<file path="config.mk">
export PLATFORM = sky130hd
export DESIGN_NAME = lca_nibble_sequencer
export DESIGN_NICKNAME = d
export VERILOG_FILES = /design/src/rtl/lca_nibble_sequencer.sv
export SDC_FILE = /design/constraint.sdc
export NUM_CORES = 1
export LEC_CHECK = 0
export CELL_PAD_IN_SITES_DETAIL_PLACEMENT = 2
export CELL_PAD_IN_SITES_GLOBAL_PLACEMENT = 2
export CORE_UTILIZATION = 28
export CTS_BUF_LIST = sky130_fd_sc_hd__clkbuf_2
export CTS_CLUSTER_DIAMETER = 60
export DETAILED_ROUTE_END_ITERATION = 6
export PLACE_DENSITY_LB_ADDON = 0.1
export SLEW_MARGIN = 5
export SYNTH_ARGS = -nofsm -noshare
export SYNTH_HDL_FRONTEND = slang
export SYNTH_SLANG_ARGS = --single-unit
</file>
<file path="constraint.sdc">
create_clock -name clk -period 1.6 [get_ports clk]
set_input_delay 0.32 -clock clk [delete_from_list [all_inputs] [get_ports clk]]
set_output_delay 0.32 -clock clk [all_outputs]
set_load 0.005 [all_outputs]
</file>
<file path="src/rtl/lca_nibble_sequencer.sv">
`default_nettype none
// ============================================================================
// Module      : lca_nibble_sequencer
// Description : Multi-nibble adder controller. Adds two NIBBLES x 4-bit
//               operands by time-sharing one external 4-bit lookahead carry
//               adder (no carry-in): pass 1 adds the operand nibbles, pass 2
//               folds in the running carry.
// Revision    : 1.0 - initial release
// ============================================================================
module lca_nibble_sequencer #(
    parameter int NIBBLES = 4
) (
    input  logic                   clk,
    input  logic                   clr,
    input  logic                   start,
    input  logic [4*NIBBLES-1:0]   op_a,
    input  logic [4*NIBBLES-1:0]   op_b,
    output logic                   busy,
    output logic                   done,
    output logic [4*NIBBLES-1:0]   result,
    output logic                   carry_out,
    output logic [3:0]             add_a,
    output logic [3:0]             add_b,
    input  logic [3:0]             add_sum,
    input  logic                   add_cout
);

    localparam int W    = 4 * NIBBLES;
    localparam int IDXW = (NIBBLES > 1) ? $clog2(NIBBLES) : 1;
    localparam logic [IDXW-1:0] LAST_IDX = IDXW'(NIBBLES - 1);

    typedef enum logic [1:0] {
        S_IDLE = 2'd0,
        S_P1   = 2'd1,
        S_P2   = 2'd2,
        S_DONE = 2'd3
    } state_t;

    state_t          state_q,     state_d;
    logic [W-1:0]    ra_q,        ra_d;
    logic [W-1:0]    rb_q,        rb_d;
    logic [IDXW-1:0] idx_q,       idx_d;
    logic            carry_q,     carry_d;
    logic [3:0]      tmp_q,       tmp_d;
    logic            c1_q,        c1_d;
    logic [W-1:0]    work_q,      work_d;
    logic [W-1:0]    result_q,    result_d;
    logic            carry_out_q, carry_out_d;
    logic            busy_q,      busy_d;
    logic            done_q,      done_d;

    logic [3:0]      nib_a;
    logic [3:0]      nib_b;

    // Select the operand nibbles addressed by the current index
    always_comb begin
        nib_a = 4'h0;
        nib_b = 4'h0;
        for (int i = 0; i < NIBBLES; i++) begin
            if (idx_q == IDXW'(i)) begin
                nib_a = ra_q[4*i +: 4];
                nib_b = rb_q[4*i +: 4];
            end
        end
    end

    // Adder operands decoded from the registered state only (glitch-free)
    always_comb begin
        add_a = 4'h0;
        add_b = 4'h0;
        case (state_q)
            S_P1: begin
                add_a = nib_a;
                add_b = nib_b;
            end
            S_P2: begin
                add_a = tmp_q;
                add_b = {3'b000, carry_q};
            end
            default: begin
                add_a = 4'h0;
                add_b = 4'h0;
            end
        endcase
    end

    // Next-state and datapath update for the two-pass-per-nibble sequence
    always_comb begin
        state_d     = state_q;
        ra_d        = ra_q;
        rb_d        = rb_q;
        idx_d       = idx_q;
        carry_d     = carry_q;
        tmp_d       = tmp_q;
        c1_d        = c1_q;
        work_d      = work_q;
        result_d    = result_q;
        carry_out_d = carry_out_q;
        case (state_q)
            S_IDLE: begin
                if (start) begin
                    ra_d    = op_a;
                    rb_d    = op_b;
                    carry_d = 1'b0;
                    idx_d   = '0;
                    work_d  = '0;
                    state_d = S_P1;
                end
            end
            S_P1: begin
                tmp_d   = add_sum;
                c1_d    = add_cout;
                state_d = S_P2;
            end
            S_P2: begin
                for (int i = 0; i < NIBBLES; i++) begin
                    if (idx_q == IDXW'(i)) begin
                        work_d[4*i +: 4] = add_sum;
                    end
                end
                // The two passes can never both carry, so OR merges them
                carry_d = c1_q | add_cout;
                if (idx_q == LAST_IDX) begin
                    // Final nibble lands in result on the same edge as DONE entry
                    result_d    = work_d;
                    carry_out_d = carry_d;
                    state_d     = S_DONE;
                end else begin
                    idx_d   = idx_q + IDXW'(1);
                    state_d = S_P1;
                end
            end
            S_DONE: begin
                state_d = S_IDLE;
            end
            default: begin
                state_d = S_IDLE;
            end
        endcase
        // Status flags are registered decodes of the next state
        busy_d = (state_d == S_P1) || (state_d == S_P2);
        done_d = (state_d == S_DONE);
    end

    // State registers; active-low synchronous clear aborts any operation
    always_ff @(posedge clk) begin
        if (!clr) begin
            state_q     <= S_IDLE;
            ra_q        <= '0;
            rb_q        <= '0;
            idx_q       <= '0;
            carry_q     <= 1'b0;
            tmp_q       <= 4'h0;
            c1_q        <= 1'b0;
            work_q      <= '0;
            result_q    <= '0;
            carry_out_q <= 1'b0;
            busy_q      <= 1'b0;
            done_q      <= 1'b0;
        end else begin
            state_q     <= state_d;
            ra_q        <= ra_d;
            rb_q        <= rb_d;
            idx_q       <= idx_d;
            carry_q     <= carry_d;
            tmp_q       <= tmp_d;
            c1_q        <= c1_d;
            work_q      <= work_d;
            result_q    <= result_d;
            carry_out_q <= carry_out_d;
            busy_q      <= busy_d;
            done_q      <= done_d;
        end
    end

    assign busy      = busy_q;
    assign done      = done_q;
    assign result    = result_q;
    assign carry_out = carry_out_q;

endmodule
`default_nettype wire

</file>
After elaboration in Yosys (flattened, before gate mapping)
Cells that the tools add are included.
Widths: inputs -> output; s select.
Operators by class
  multiplexer cells: 24
  reductions and logical operators: 8
  $add $sub $neg: 1
  bitwise logic cells: 1
  equality and inequality tests: 11
Operators by type and width (number)
  $mux 4: 12
  $pmux 16 s2: 1
  $mux 16: 1
  $pmux 4 s2: 2
  $eq 2x2->1 const B: 6
  $mux 2: 4
  $pmux 2 s4: 1
  $eq 2x1->1 const B: 3
  $reduce_and 2->1: 3
  $logic_not 2->1: 2
  $ne 2x2->1 const B: 2
  $pmux 2 s2: 1
  $reduce_and 3->1: 1
  $add 2x1->2 const B: 1
  $pmux 1 s2: 1
  $reduce_bool 2->1: 1
  $logic_or 1x1->1: 1
  $mux 1: 1
  $or 1x1->1: 1
Storage, ports and cells
  register bits after elaboration: 77
  bits of input ports: 40
  output and inout bits: 27

Longest topological paths before layout
  depth in word-level cells: 6
  depth in mapped cells: 8

Least setup slack after synthesis
OpenSTA, ideal clock, no wires.
  path type: register to output
  start point: register idx_q[0]
  end point: output port add_a[0]
  required time: 1.280 ns
  cell stages (with the launch flop): 7
  setup slack: -0.142 ns
  buffers on the path: 1
  data arrival time: 1.422 ns
  cells stage by stage: dfxtp_1 inv_1 ha_1 buf_6 nor3b_4 nand2_1 a221oi_1
On the way
  word-level cells in the longest chain between the ends: 6
  elaborated cells on any way between the ends: 9
RTL lines
  start, declared: RTL line 42  | logic [IDXW-1:0] idx_q, idx_d;
  start signal, assigned: RTL line 164  | idx_q <= idx_d;
  $logic_not 2->1: RTL line 60  | if (idx_q == IDXW'(i)) begin
  $mux 4 (3 in series): RTL line 60
  $mux 4 *: RTL line 60
  $pmux 4 s2 *: RTL line 71  | case (state_q)
  end, declared: RTL line 22  | output logic [3:0] add_a,
Every way passes the cells marked *; elsewhere a longest branch is shown, timed or not.

Worst setup path after layout
  start point: register idx_q[1]
  end point: output port add_a[2]
The elaborated chain is that of the path after synthesis.

==> results.sh <==
export IMPL_status="finished with violations"
export IMPL_violations="setup timing"
export IMPL_rsz0062_at_grt="yes"
export IMPL_num_io_pins=67
export IMPL_cp_data_arrival_time_ns=2.10
export IMPL_layout_common_cells="nand2_1, dfxtp_1, clkdlybuf4s50_1, buf_4, a21boi_0"
export IMPL_synth_seq_cells=73
export IMPL_initial_core_util=0.2879
export IMPL_synth_top_family_by_area="compound AO/OA/AOI/OAI gates"
export IMPL_startpoint_type="flip-flop"
export IMPL_wl_um=11890
export IMPL_mappedNetlistArea_um2=3302
export IMPL_p_per_area_nw_per_um2=803.8
export IMPL_seq_area_frac_synth=0.4426
export IMPL_critPathRequiredTime_ns=1.28
export IMPL_path_class="reg2out"
export IMPL_yosysTopAreaCellShare=0.4426
export IMPL_drcViolationCount=0
export IMPL_synthXorXnorAreaFrac=0
export IMPL_grt_max_degree=33
export IMPL_slew_headroom=0.7331
export IMPL_hpwl_um=7363
export IMPL_crit_path_max_incr_delay_ns=0.40
export IMPL_die_height_um=110.6
export IMPL_crit_chain="buf_12 -> ha_4 -> buf_6 -> a221o_1 -> a21oi_2 -> a221oi_2 -> buf_2"
export IMPL_synth_compound_area_share=0.2198
export IMPL_grt_pass1_vias=3410
export IMPL_die_area_um2=12230
export IMPL_grt_pass1_wl_um=17370
export IMPL_worst_slew_pin_slew_ns=0.4004
export IMPL_cts_buffer_depth=2
export IMPL_end_kind="output port"
export IMPL_nFillCells=1245
export IMPL_wire_per_inst_um=18.87
export IMPL_hp_class="in2reg"
export IMPL_cts_tree="built"
export IMPL_drv_slew=0
export IMPL_cp_slowest_cell="dfxtp_4"
export IMPL_clk_pin_slew_ns=0.22
export IMPL_drt_pass1_iterations=4
export IMPL_antenna_found_initial=0
export IMPL_areaGrowthSynthToFinish_pct=51.35
export IMPL_core_um2=11470
export IMPL_post_route_period_util=1.516
export IMPL_finalNetCount=531
export IMPL_clk_latency_ns=0.60
export IMPL_synth_fp_nets=428
export IMPL_avgSynthCellArea_um2=8.689
export IMPL_antenna_cells=0
export IMPL_rows=39
export IMPL_port_buffers=66
export IMPL_layout_drive_gt1_share=0.3121
export IMPL_synth_top_area_cell="dfxtp_1"
export IMPL_die_w_um=110.6
export IMPL_synth_mux_area_fraction=0.05873
export IMPL_fin_skew_ns=0.05008
export IMPL_via_per_inst=5.017
export IMPL_fmax_mhz=412.4
export IMPL_vdd_drop_max_mv=0.5521
export IMPL_maxCapViolations=0
export IMPL_critPathTopFamily="compound AO/OA/AOI/OAI gates"
export IMPL_yosysUniqueCellTypes=35
export IMPL_cp_startpoint="idx_q[1]"
export IMPL_drt_iter0_markers=77
export IMPL_gp_congestion=0.7261
export IMPL_final_core_util=0.4358
export IMPL_vias=3161
export IMPL_yosys_warnings=0
export IMPL_pre_cts_slack_ns=-0.6649
export IMPL_crit_buf_inv=3
export IMPL_holdCritStartpoint="clr"
export IMPL_grtUsageTotal=0.1829
export IMPL_cts_sinks=73
export IMPL_path_max_fanout=7
export IMPL_synth_area_top_cells="dfxtp_1, nand2_1, a21boi_0"
export IMPL_cellLeakagePower_nw=2.066
export IMPL_r2r_start="state_q[1]"
export IMPL_setup_slack_ns=-0.8249
export IMPL_finalHoldViolations=0
export IMPL_post_layout_nonfiller_instances=630
export IMPL_final_common_cell="nand2_1"
export IMPL_overflow=0
export IMPL_place_inst=600
export IMPL_htreeDepth=3
export IMPL_synthCells=380
export IMPL_root_buffer="clkbuf_2"
export IMPL_ant_nets=0
export IMPL_synthAdderAreaFrac=0.03031
export IMPL_cts_made_buffers=9
export IMPL_synth_simple_area_share=0.1883
export IMPL_min_period_ns=2.425
export IMPL_setup_viol=14
==> final timing paths <==
kind / to / slack [ns] / cells after the start
hold reg to reg: result[13] / 0.47 / 2
setup reg to reg: work_q[9] / -0.04 / 9
setup / recovery: add_a[2] / -0.82 / 7
hold / removal: result[0] / 0.13 / 2
==> sequential cells by signal, summed over array words and instances (netlist names) <==
register and cells:
carry_out 1, busy 1, carry_q 1, rb_q 16, work_q 12, result 16, idx_q 2, ra_q 16
tmp_q 4, c1_q 1, state_q 2, done 1
==> cell usage after synthesis <==
| cell | n |
|---|---|
| a21boi_0 | 32 |
| a21boi_1 | 5 |
| a21oi_1 | 6 |
| a221o_1 | 5 |
| a221oi_1 | 8 |
| a31oi_1 | 3 |
| and2_0 | 1 |
| and2_1 | 4 |
| and2_2 | 1 |
| buf_1 | 1 |
| buf_2 | 9 |
| buf_4 | 4 |
| buf_6 | 4 |
| clkbuf_1 | 11 |
| dfxtp_1 | 73 |
| ha_1 | 8 |
| inv_1 | 9 |
| mux2i_1 | 18 |
| mux2i_2 | 1 |
| nand2_1 | 116 |
| nand2b_1 | 1 |
| nand3_1 | 5 |
| nand3b_1 | 1 |
| nand4_1 | 3 |
| nor2_1 | 4 |
| nor2b_1 | 7 |
| nor3_1 | 1 |
| nor3b_1 | 1 |
| nor3b_4 | 1 |
| o211a_1 | 12 |
| o211ai_1 | 2 |
| o21ai_0 | 7 |
| o22a_2 | 1 |
| o22ai_1 | 13 |
| o41ai_1 | 2 |
==> stage by stage <==
step | hold slack (ns) | power (mW) | TNS (ns) | instance area (µm²)
finish | 0.1252 | 4.017 | -6.380 | 4997
global route | 0.08217 | 4.209 | -7.770 | 4997
CTS | 0.07203 | 3.946 | -6.596 | 4801
detailed placement | 0.4559 | 2.774 | -12.62 | 4399
global placement | 0.4414 | 2.749 | -9.876 | 4399
floorplan | 0.4319 | 2.401 | -0.003164 | 3361
==> cell type report <==
cell class,count,area [µm²],share of cell area
inverters,9,36.28,0.007261
repair buffers,121,1216,0.2434
multi-input cells,269,1968,0.3938
well taps,143,178.9,0.03580
clock inverters,6,60.06,0.01202
clock buffers,9,45.04,0.009014
flip-flops and latches,73,1493,0.2987
==> layer usage <==
| layer | wire (µm) | part of all wire | global-route usage |
|---|---|---|---|
| met1 | 5333 | 0.45 | 0.2197 |
| met2 | 5928 | 0.50 | 0.3118 |
| met3 | 338 | 0.028 | 0.03238 |
| met4 | 289 | 0.024 | 0.09333 |
| met5 | 0 | 0 | 0 |
==> power by group <==
group          switching (mW)  internal [mW]
registers              0.0678           1.92
clock network           0.725          0.344
logic                   0.488          0.477
total                    1.28           2.74
==> what timing repair did <==
| action | CTS | global route |
|---|---|---|
| resized for setup | 124 | 24 |
| pin swaps | 20 | 3 |
| endpoints found under the setup margin | 81 | 46 |
| gates cloned | 0 | 5 |
| hold buffers | 0 | 0 |
| setup buffers | 11 | 3 |
==> cells by family (layout without fill, tap and decap cells) <==
| kind of cell | Yosys count | in the layout |
|---|---|---|
| mux | 19 | 19 |
| flops | 73 | 73 |
| fa+ha+maj | 8 | 8 |
| compound gates | 96 | 96 |
| buf+inv | 38 | 145 |
| simple gates | 146 | 146 |
(Power assumes the default switching activity.)
==> RTL edit (same flow settings) <==
Change the parameter `NIBBLES` from 4 to 8. Comments in the files are not updated.
--- a/src/rtl/lca_nibble_sequencer.sv
+++ b/src/rtl/lca_nibble_sequencer.sv
@@ -9,5 +9,5 @@
 // ============================================================================
 module lca_nibble_sequencer #(
-    parameter int NIBBLES = 4
+    parameter int NIBBLES = 8
 ) (
     input  logic                   clk,
Ports: changed (resized op_a, op_b and result); port bits go from 67 to 115. The function was not compared with the original's and may differ.
==> RTL edit against the unedited design <==
- the run still ends with negative setup slack left
- total power rose to 3.1 times the old value
- clock skew down 0.026 ns
- critical path depth unchanged
- setup slack worse by 0.61 ns
- wire length up 150%
- sequential power up 110%
- synthesized area up 95%
- core utilization up 1.8 points
- sequential cell count up 65
- design area up 110%
- largest cell class unchanged
==> RTL edit: results (changes against the unedited design) <==
pin count of the biggest net entering global routing=99 (was 33); Reg power frac=33.6% (was 49.4%); worst skew pair latency=0.77 ns (was 0.60 ns); worst-path maximum fanout=6 (was 7); Placer Congestion=0.786 (was 0.726); syn_nets=827 (was 428); final setup vio count=141 (was 14); clock buffer count from CTS=17 (was 9); CP peak stage delay=0.43 ns (was 0.40 ns); failing checks=negative setup slack (unchanged); Total Routed Length=29,500 um (was 11,900 um); Syn Inst Count=745 (was 380); vias in the first global route=6,897 (was 3,410); Via Count=6,471 (was 3,161); drt pass-1 iters=5 (was 4); Worst EP arrival=2.71 ns (was 2.10 ns); clk_skew=0.0241 ns (was 0.0501 ns); worst-margin pin slew=0.522 ns (was 0.400 ns); internal power=7.48 mW (was 2.74 mW); Initial DRC Count=301 (was 77); Synth area leaders=dfxtp_1 (43%), nand2_1 (11%), a21boi_0 (8.1%), mux2i_1 (4.8%), a32oi_1 (4.4%) (was dfxtp_1 (44%), nand2_1 (13%), a21boi_0 (7.3%), mux2i_1 (5.5%), o211a_1 (3.6%)); total negative slack=-61.08 ns (was -6.38 ns); setup ws final=-1.43 ns (was -0.825 ns); Peak VDD IR=0.486 mV (was 0.552 mV); most instantiated cells after synthesis=nand2_1 (193), dfxtp_1 (138), a21boi_0 (69), clkbuf_1 (41), nor2b_1 (41) (was nand2_1 (116), dfxtp_1 (73), a21boi_0 (32), mux2i_1 (18), o22ai_1 (13)); outcome=finished, violations left (unchanged); Yosys cell types=42 (was 35); post-synthesis sequential area ratio=43.0% (was 44.3%); area post-placement=8400 um2 (was 4400 um2); HPWL after DPL=15,800 um (was 7360 um); combinational power=6.37 mW (was 0.965 mW); R2R cell count=15 (was 9); nets=1,028 (was 531); # H-tree levels=4 (was 3); Pleak=4.20 nW (was 2.07 nW); Port Buffers=114 (was 66); P_sw=5.09 mW (was 1.28 mW); # fillers=2,376 (was 1,245); Post-Place Cells=1,140 (was 600); Total GRT Usage=21.8% (was 18.3%); share of cells above drive strength 1=41.0% (was 31.2%); first-pass GRT wire length=39,600 um (was 17,400 um); Hold Path Stages=3 (was 2); CTS Buffer Depth=2 (unchanged); Min-Delay Path Class=in2reg (unchanged); worst slack at placement=-1.08 ns (was -0.665 ns)
## RTL edit: cell types whose count changed after synthesis, sizes merged, moves of 30 or more
cell / delta
a21boi: +32
nand2: +77
a32oi: +32
clkbuf: +30
nor2b: +34
dfxtp: +65
## RTL edit: timing repair
item | CTS | global route
resized for setup | 353 | 167
buffers inserted | 32 | 27
pin swaps | 43 | 54
gates cloned | 8 | 13
setup endpoints to repair | 172 | 174
## RTL edit: metal layers
metal | global-route usage (%) | wire length [um] | vias up
li1 | - | - | 2991
met1 | 28.1 | 12800 | 3269
met2 | 37.3 | 14900 | 162
met3 | 3.46 | 1150 | 49
met4 | 6.24 | 720 | 0
met5 | 0 | 0 | -
## RTL edit: final timing paths
check,from,to,slack (ns)
setup / recovery,idx_q[0],add_a[0],-1.43
hold / removal,clr,result[11],0.04
setup reg to reg,idx_q[0],result[23],-0.78
hold reg to reg,ra_q[11],ra_q[11],0.48
## RTL edit: worst reg2reg max path: cells and delay by family, from the launching register on
| kind | cells | cell delay [ns] |
|---|---|---|
| buffers and inverters | 10 | 1.12 |
| DFF | 1 | 0.45 |
| adders and majority gates | 2 | 0.31 |
| AOI/OAI and AO/OA | 2 | 0.27 |
| and+or+nand+nor | 1 | 0.15 |
## RTL edit: kinds of logic after synthesis
family / synth area share (%)
AO/OA/AOI/OAI: 24.7
AND/OR/NAND/NOR: 19.1
adder cells (fa/ha/maj): 1.95
multiplexers: 5.00
buffers and inverters: 6.21
flip-flops: 43.0
## RTL edit: layout make-up
type	instances	area [um2]	area share [%]
Timing Repair Buffer	252	2680	26.2
Clock inverter	13	106	1.04
Inverter	21	111	1.09
Clock buffer	17	85.1	0.830
Multi-Input combinational cell	516	4090	39.9
Tap cell	285	357	3.48
Sequential cell	138	2820	27.5
